**src/rtl/uart_pkg.sv**
```systemverilog
// rtl/uart_pkg.sv - shared state encoding and frame constants for the loopback UART (UART_PARITY_EN adds an even parity bit)
package uart_pkg;

    typedef enum logic [1:0] {
        IDLE  = 2'd0,
        START = 2'd1,
        DATA  = 2'd2,
        STOP  = 2'd3
    } uart_state_t;

`ifdef UART_PARITY_EN
    localparam int PARITY_BITS = 1;
`else
    localparam int PARITY_BITS = 0;
`endif

    // start + 8 data + optional parity + stop
    localparam int   FRAME_BITS  = 10 + PARITY_BITS;
    localparam logic IDLE_LEVEL  = 1'b1;
    localparam logic START_LEVEL = 1'b0;

    // Even parity: the parity bit makes the total count of ones even.
    function automatic logic even_parity(input logic [7:0] data);
        return ^data;
    endfunction

endpackage

```
**src/rtl/uart_rx.sv**
```systemverilog
// rtl/uart_rx.sv - synchroniser, centre sampler and receive FSM (UART_PARITY_EN adds parity check and rx_err)
module uart_rx
    import uart_pkg::*;
#(
    parameter int CLKS_PER_BIT = 16,
    parameter int DATA_BITS    = 8
) (
    input  logic                 clk,
    input  logic                 reset,
    input  logic                 line,
    output logic                 ready,
    output logic [DATA_BITS-1:0] dout
`ifdef UART_PARITY_EN
    ,
    output logic                 rx_err
`endif
);

    localparam int              PAY_BITS  = DATA_BITS + PARITY_BITS;
    localparam int              CW        = $clog2(CLKS_PER_BIT);
    localparam logic [CW-1:0]   BIT_LAST  = CW'(CLKS_PER_BIT - 1);
    localparam logic [CW-1:0]   HALF_LAST = CW'(CLKS_PER_BIT / 2 - 1);
    localparam logic [3:0]      PAY_LAST  = 4'(PAY_BITS - 1);

    logic                 sync1, sync2;
    uart_state_t          state, state_n;
    logic [CW-1:0]        cnt, cnt_n;
    logic [3:0]           bit_idx, bit_n;
    logic [PAY_BITS-1:0]  shift, shift_n;
    logic                 ready_n;
    logic [DATA_BITS-1:0] dout_n;
    logic                 frame_ok;
`ifdef UART_PARITY_EN
    logic                 err_n;
`endif

`ifdef UART_PARITY_EN
    assign frame_ok = (sync2 == IDLE_LEVEL) && !(^shift);
`else
    assign frame_ok = (sync2 == IDLE_LEVEL);
`endif

    // Two-flop synchroniser on the loopback line, idle high out of reset
    always_ff @(posedge clk or posedge reset) begin
        if (reset) begin
            sync1 <= IDLE_LEVEL;
            sync2 <= IDLE_LEVEL;
        end else begin
            sync1 <= line;
            sync2 <= sync1;
        end
    end

    // RX state, counters and registered outputs
    always_ff @(posedge clk or posedge reset) begin
        if (reset) begin
            state   <= IDLE;
            cnt     <= '0;
            bit_idx <= '0;
            shift   <= '0;
            ready   <= 1'b0;
            dout    <= '0;
`ifdef UART_PARITY_EN
            rx_err  <= 1'b0;
`endif
        end else begin
            state   <= state_n;
            cnt     <= cnt_n;
            bit_idx <= bit_n;
            shift   <= shift_n;
            ready   <= ready_n;
            dout    <= dout_n;
`ifdef UART_PARITY_EN
            rx_err  <= err_n;
`endif
        end
    end

    // Next-state: qualify start at half a bit, then sample every bit centre
    always_comb begin
        state_n = state;
        cnt_n   = cnt;
        bit_n   = bit_idx;
        shift_n = shift;
        ready_n = 1'b0;
        dout_n  = dout;
`ifdef UART_PARITY_EN
        err_n   = 1'b0;
`endif
        case (state)
            IDLE: begin
                if (sync2 == START_LEVEL) begin
                    state_n = START;
                    cnt_n   = '0;
                end
            end
            START: begin
                if (cnt == HALF_LAST) begin
                    cnt_n   = '0;
                    bit_n   = '0;
                    state_n = (sync2 == START_LEVEL) ? DATA : IDLE;
                end else begin
                    cnt_n = cnt + 1'b1;
                end
            end
            DATA: begin
                if (cnt == BIT_LAST) begin
                    cnt_n   = '0;
                    shift_n = {sync2, shift[PAY_BITS-1:1]};
                    if (bit_idx == PAY_LAST) begin
                        state_n = STOP;
                    end else begin
                        bit_n = bit_idx + 1'b1;
                    end
                end else begin
                    cnt_n = cnt + 1'b1;
                end
            end
            STOP: begin
                if (cnt == BIT_LAST) begin
                    cnt_n   = '0;
                    state_n = IDLE;
                    if (frame_ok) begin
                        ready_n = 1'b1;
                        dout_n  = shift[DATA_BITS-1:0];
                    end
`ifdef UART_PARITY_EN
                    else begin
                        err_n = 1'b1;
                    end
`endif
                end else begin
                    cnt_n = cnt + 1'b1;
                end
            end
            default: state_n = IDLE;
        endcase
    end

endmodule

```
**src/rtl/uart_loopback.sv**
```systemverilog
// rtl/uart_loopback.sv - UART transmitter looped back into uart_rx (UART_PARITY_EN selects 8E1 framing and rx_err)
module uart_loopback
    import uart_pkg::*;
#(
    parameter int CLKS_PER_BIT = 16,
    parameter int DATA_BITS    = 8
) (
    input  logic                 clk,
    input  logic                 reset,
    input  logic [DATA_BITS-1:0] din,
    input  logic                 wr_en,
    output logic                 tx_busy,
    output logic                 ready,
    output logic [DATA_BITS-1:0] dout
`ifdef UART_PARITY_EN
    ,
    output logic                 rx_err
`endif
);

    localparam int            PAY_BITS = DATA_BITS + PARITY_BITS;
    localparam int            CW       = $clog2(CLKS_PER_BIT);
    localparam logic [CW-1:0] BIT_LAST = CW'(CLKS_PER_BIT - 1);
    localparam logic [3:0]    PAY_LAST = 4'(PAY_BITS - 1);

    uart_state_t         state, state_n;
    logic [CW-1:0]       cnt, cnt_n;
    logic [3:0]          bit_idx, bit_n;
    logic [PAY_BITS-1:0] shift, shift_n;
    logic [PAY_BITS-1:0] load_word;
    logic                tx_line, line_n;

    // Parity rides along as the last payload bit so DATA handles it unchanged
`ifdef UART_PARITY_EN
    assign load_word = {even_parity(din), din};
`else
    assign load_word = din;
`endif

    // Busy is exactly "not idle", so a write can only land in IDLE
    assign tx_busy = (state != IDLE);

    // TX state, counters, shift register and registered serial line
    always_ff @(posedge clk or posedge reset) begin
        if (reset) begin
            state   <= IDLE;
            cnt     <= '0;
            bit_idx <= '0;
            shift   <= '0;
            tx_line <= IDLE_LEVEL;
        end else begin
            state   <= state_n;
            cnt     <= cnt_n;
            bit_idx <= bit_n;
            shift   <= shift_n;
            tx_line <= line_n;
        end
    end

    // Next-state and next line level: each frame bit is held CLKS_PER_BIT cycles
    always_comb begin
        state_n = state;
        cnt_n   = cnt;
        bit_n   = bit_idx;
        shift_n = shift;
        line_n  = IDLE_LEVEL;
        case (state)
            IDLE: begin
                if (wr_en) begin
                    shift_n = load_word;
                    cnt_n   = '0;
                    bit_n   = '0;
                    state_n = START;
                end
            end
            START: begin
                if (cnt == BIT_LAST) begin
                    cnt_n   = '0;
                    state_n = DATA;
                end else begin
                    cnt_n = cnt + 1'b1;
                end
            end
            DATA: begin
                if (cnt == BIT_LAST) begin
                    cnt_n   = '0;
                    shift_n = shift >> 1;
                    if (bit_idx == PAY_LAST) begin
                        state_n = STOP;
                    end else begin
                        bit_n = bit_idx + 1'b1;
                    end
                end else begin
                    cnt_n = cnt + 1'b1;
                end
            end
            STOP: begin
                if (cnt == BIT_LAST) begin
                    cnt_n   = '0;
                    state_n = IDLE;
                end else begin
                    cnt_n = cnt + 1'b1;
                end
            end
            default: state_n = IDLE;
        endcase
        case (state_n)
            START:   line_n = START_LEVEL;
            DATA:    line_n = shift_n[0];
            default: line_n = IDLE_LEVEL;
        endcase
    end

    uart_rx #(
        .CLKS_PER_BIT(CLKS_PER_BIT),
        .DATA_BITS   (DATA_BITS)
    ) u_rx (
        .clk   (clk),
        .reset (reset),
        .line  (tx_line),
        .ready (ready),
        .dout  (dout)
`ifdef UART_PARITY_EN
        ,
        .rx_err(rx_err)
`endif
    );

endmodule

```
**config.mk**
```make
export PLATFORM = sky130hd
export DESIGN_NAME = uart_loopback
export DESIGN_NICKNAME = d
export VERILOG_FILES = /design/src/rtl/uart_pkg.sv /design/src/rtl/uart_rx.sv /design/src/rtl/uart_loopback.sv
export SDC_FILE = /design/constraint.sdc
export NUM_CORES = 1
export LEC_CHECK = 0
export BUFFER_PORTS_ARGS = -buffer_cell sky130_fd_sc_hd__buf_2
export CAP_MARGIN = 20
export CELL_PAD_IN_SITES_DETAIL_PLACEMENT = 1
export CELL_PAD_IN_SITES_GLOBAL_PLACEMENT = 2
export CORE_MARGIN = 1.5
export CORE_UTILIZATION = 25
export DETAILED_ROUTE_END_ITERATION = 7
export HOLD_SLACK_MARGIN = 0.02
export MAX_ROUTING_LAYER = met4
export PLACE_DENSITY_LB_ADDON = 0.1
export SKIP_LAST_GASP = 1
export SYNTH_ARGS = -nofsm -noshare
export SYNTH_HDL_FRONTEND = slang
export SYNTH_HIERARCHICAL = 1
export SYNTH_SLANG_ARGS = --single-unit
export TNS_END_PERCENT = 100
```
**constraint.sdc**
```tcl
create_clock -name clk -period 5.4 [get_ports clk]
set_clock_uncertainty 0.15 [all_clocks]
set_input_delay 0.54 -clock clk [delete_from_list [all_inputs] [get_ports clk]]
set_output_delay 0.54 -clock clk [all_outputs]
set_load 0.01 [all_outputs]
```
==> impl_metrics.csv <==
group,metric,value,unit
status,status,"completed",
setup_path,start_kind,"flip-flop",
setup_path,end_kind,"output port",
logic_synthesis,synth-seq-cells,48,
logic_synthesis,syn_avg_cell_area,11.7,um^2
logic_synthesis,ys_seq_area_share,49.8,%
logic_synthesis,netlist_top_cells_count,"dfrtp_1 (45), nand2_1 (13), inv_1 (12)",
power_and_ir_drop,power_leakage,1.29,nW
floorplanning,die-area,10300,um^2
logic_synthesis,synth-compound-area-share,14.6,%
routing,ant_nets,0,
sta,rsz0062_at_grt,"false",
clock_network,postCtsSetupBuffers,0,
routing,viasPerCell,4.74,
floorplanning,start_util,25.9,%
routing,drc,0,
sta,final-max-slew-violation-count,0,
logic_synthesis,yosys.area_share.simple,18.4,%
routing,first_iter_violations,65,
placed_design,routabilityCongestion,0.694,
routing,vias,1692,
sta,whs,0.167,ns
clock_network,cts_resized,0,
logic_synthesis,ys.warnings.count,6,
cells_and_area,n_antenna_cell,0,
setup_path,cp_max_fo,11,
floorplanning,coreArea,9330,um^2
sta,fin_setup_tns,0,ns
global_route,grt_pass1_vias,1762,
floorplanning,rows,35,
logic_synthesis,syn_inst,207,
sta,fmax,486,MHz
logic_synthesis,synth-edff-count,0,
routing,first_pass_iters,4,
setup_path,r2r_cells,3,
power_and_ir_drop,p_per_area,450,nW/um^2
routing,drt_wl_total,5550,um
cells_and_area,drive_gt1_share,29.4,%
cells_and_area,finalNonFillerCells,357,
sta,layout_setup_ws,3.34,ns
floorplanning,die_w,101,um
logic_synthesis,synth_top_area_share,46.6,%
global_route,grtUsageTotal,12.3,%
run,drv_cap,0,
sta,layout_min_cycle_time,2.06,ns
floorplanning,fp.dieH,101,um
clock_network,h-tree-depth,2,
logic_synthesis,synth_fa_ha_area_share,2.07,%
clock_network,root_buffer,"clkbuf_8",
setup_path,cp.arrival,1.37,ns
min_path,hold_class,"in2async",
clock_network,worstSkewPairLatency,0.30,ns
logic_synthesis,synth_most_common_cell,"dfrtp_1",
logic_synthesis,yosysUniqueCellTypes,56,
logic_synthesis,synth_nets,222,
logic_synthesis,netlist_top_cells_area,"dfrtp_1 (47%), mux2_4 (5.0%), mux2_2 (3.7%)",
sta,setup_viol,0,
logic_synthesis,async_flop_share,100,%
routing,wl_per_cell,15.5,um
sta,hold_viol,0,
floorplanning,ios,21,
setup_path,critical_path_class,"reg2out",
power_and_ir_drop,vdd_drop_max,0.000152,V
logic_synthesis,synthFlopType,"dfrtp_1",
cells_and_area,nNetsFinal,242,
logic_synthesis,synth_xor_area_share,0.725,%
clock_network,clock-sinks,48,
placed_design,portBuffers,20,
global_route,grt_pass1_wl,9480,um
sta,post-route-period-util,38.1,%
clock_network,clockBufferDepth,2,
clock_network,hold_buffers,0,
clock_network,cts_buffers,5,
global_route,grt_max_degree,30,
setup_path,critPathRequiredTime,4.71,ns
logic_synthesis,synth_largest_area_cell,"dfrtp_1",
clock_network,path_clk_slew,0.10,ns
clock_network,cts_tree,"yes",
global_route,grt_overflow,0,
logic_synthesis,syn_area,2420,um^2
placed_design,place_ws,3.44,ns
global_route,grt_antenna_before_repair,0,
sta,worst_slew_pin_slew,0.756,ns
logic_synthesis,synth_top_family_by_area,"simple AND/OR/NAND/NOR gates",
logic_synthesis,synth_mux_area_share,10.4,%
cells_and_area,area_growth,13.8,%
sta,slew-limit-headroom,49.5,%
placed_design,dp.cells,349,
placed_design,dpl.hpwl,3840,um
==> registers in the layout (all words and copies together) (netlist names), 2 cells and up, named ones only <==
signal / flops
u_rx/cnt: 4
u_rx/dout: 8
u_rx/bit_idx: 4
state: 2
bit_idx: 4
cnt: 4
u_rx/shift: 8
shift: 8
==> kinds of logic after synthesis <==
logic type,Yosys count
compound gates,48
xor+xnor,2
fa+ha+maj,4
buf+inv,20
flops,48
mux,20
simple gates,65
==> power breakdown <==
part / switching, mW / internal (mW) / total (mW)
registers: 0.155 / 0.464 / 0.619
logic: 0.179 / 0.164 / 0.344
clock network: 0.134 / 0.140 / 0.274
total: 0.468 / 0.769 / 1.24
==> placed cells by master (no fill, tap or decap), types with 4 or more instances in the layout <==
cell type | Yosys | routed
a21oi_1 | 4 | 4
a221o_1 | 8 | 8
a31oi_1 | 8 | 8
and3_1 | 7 | 7
buf_2 | 5 | 20
clkbuf_8 | 0 | 5
dfrtp_1 | 45 | 45
ha_1 | 4 | 4
inv_1 | 12 | 12
mux2_2 | 8 | 8
mux2_4 | 8 | 8
mux2i_1 | 4 | 4
nand2_1 | 13 | 13
nand3_1 | 9 | 9
o21ai_0 | 10 | 10
==> worst max-delay path, cell delays in order, from the launching register on <==
cell and delay [ns]:
dfrtp_1 0.60, nor2_1 0.11, inv_1 0.19, buf_2 0.17
==> final timing paths <==
check | startpoint | endpoint | slack (ns)
min | reset | u_rx/cnt[1]$_DFFE_PP0N_ | 0.17
max reg2reg | flip-flop | u_rx/dout[2]$_DFFE_PP0P_ | 3.42
max in group asynchronous | reset | cnt[2]$_DFFE_PP0N_ | 4.40
min in group clk | tx_line$_DFF_PP1_ | u_rx/sync1$_DFF_PP1_ | 0.21
min reg2reg | tx_line$_DFF_PP1_ | u_rx/sync1$_DFF_PP1_ | 0.21
max | state[1]$_DFF_PP0_ | tx_busy | 3.34
==> routing by layer <==
layer / global-route usage (%) / wire length [um] / part of all wire [%]
met4: 3.21 / 53 / 0.96
met2: 17.6 / 2510 / 45
met5: - / 0 / 0
met1: 17.5 / 2840 / 51
met3: 2.62 / 148 / 2.7
==> metrics by stage <==
| stage | instance area, um^2 | total power [mW] | util [%] |
|---|---|---|---|
| final | 2750 | 1.24 | 29.5 |
| after global routing | 2750 | 1.34 | 29.5 |
| after CTS | 2750 | 1.26 | 29.5 |
| after detailed placement | 2640 | 0.980 | 28.2 |
| after global placement | 2640 | 0.973 | 28.2 |
| after floorplan | 2420 | 0.884 | - |
==> cell type report <==
| class | count | area, um^2 |
|---|---|---|
| tap | 129 | 161 |
| multi-input combinational | 139 | 1120 |
| clock buffer | 5 | 68.8 |
| fill | 1036 | 6580 |
| timing repair buffer | 21 | 108 |
| sequential | 48 | 1200 |
| inverter | 12 | 45.0 |
| clock inverter | 3 | 46.3 |
(Power assumes the default switching activity.)
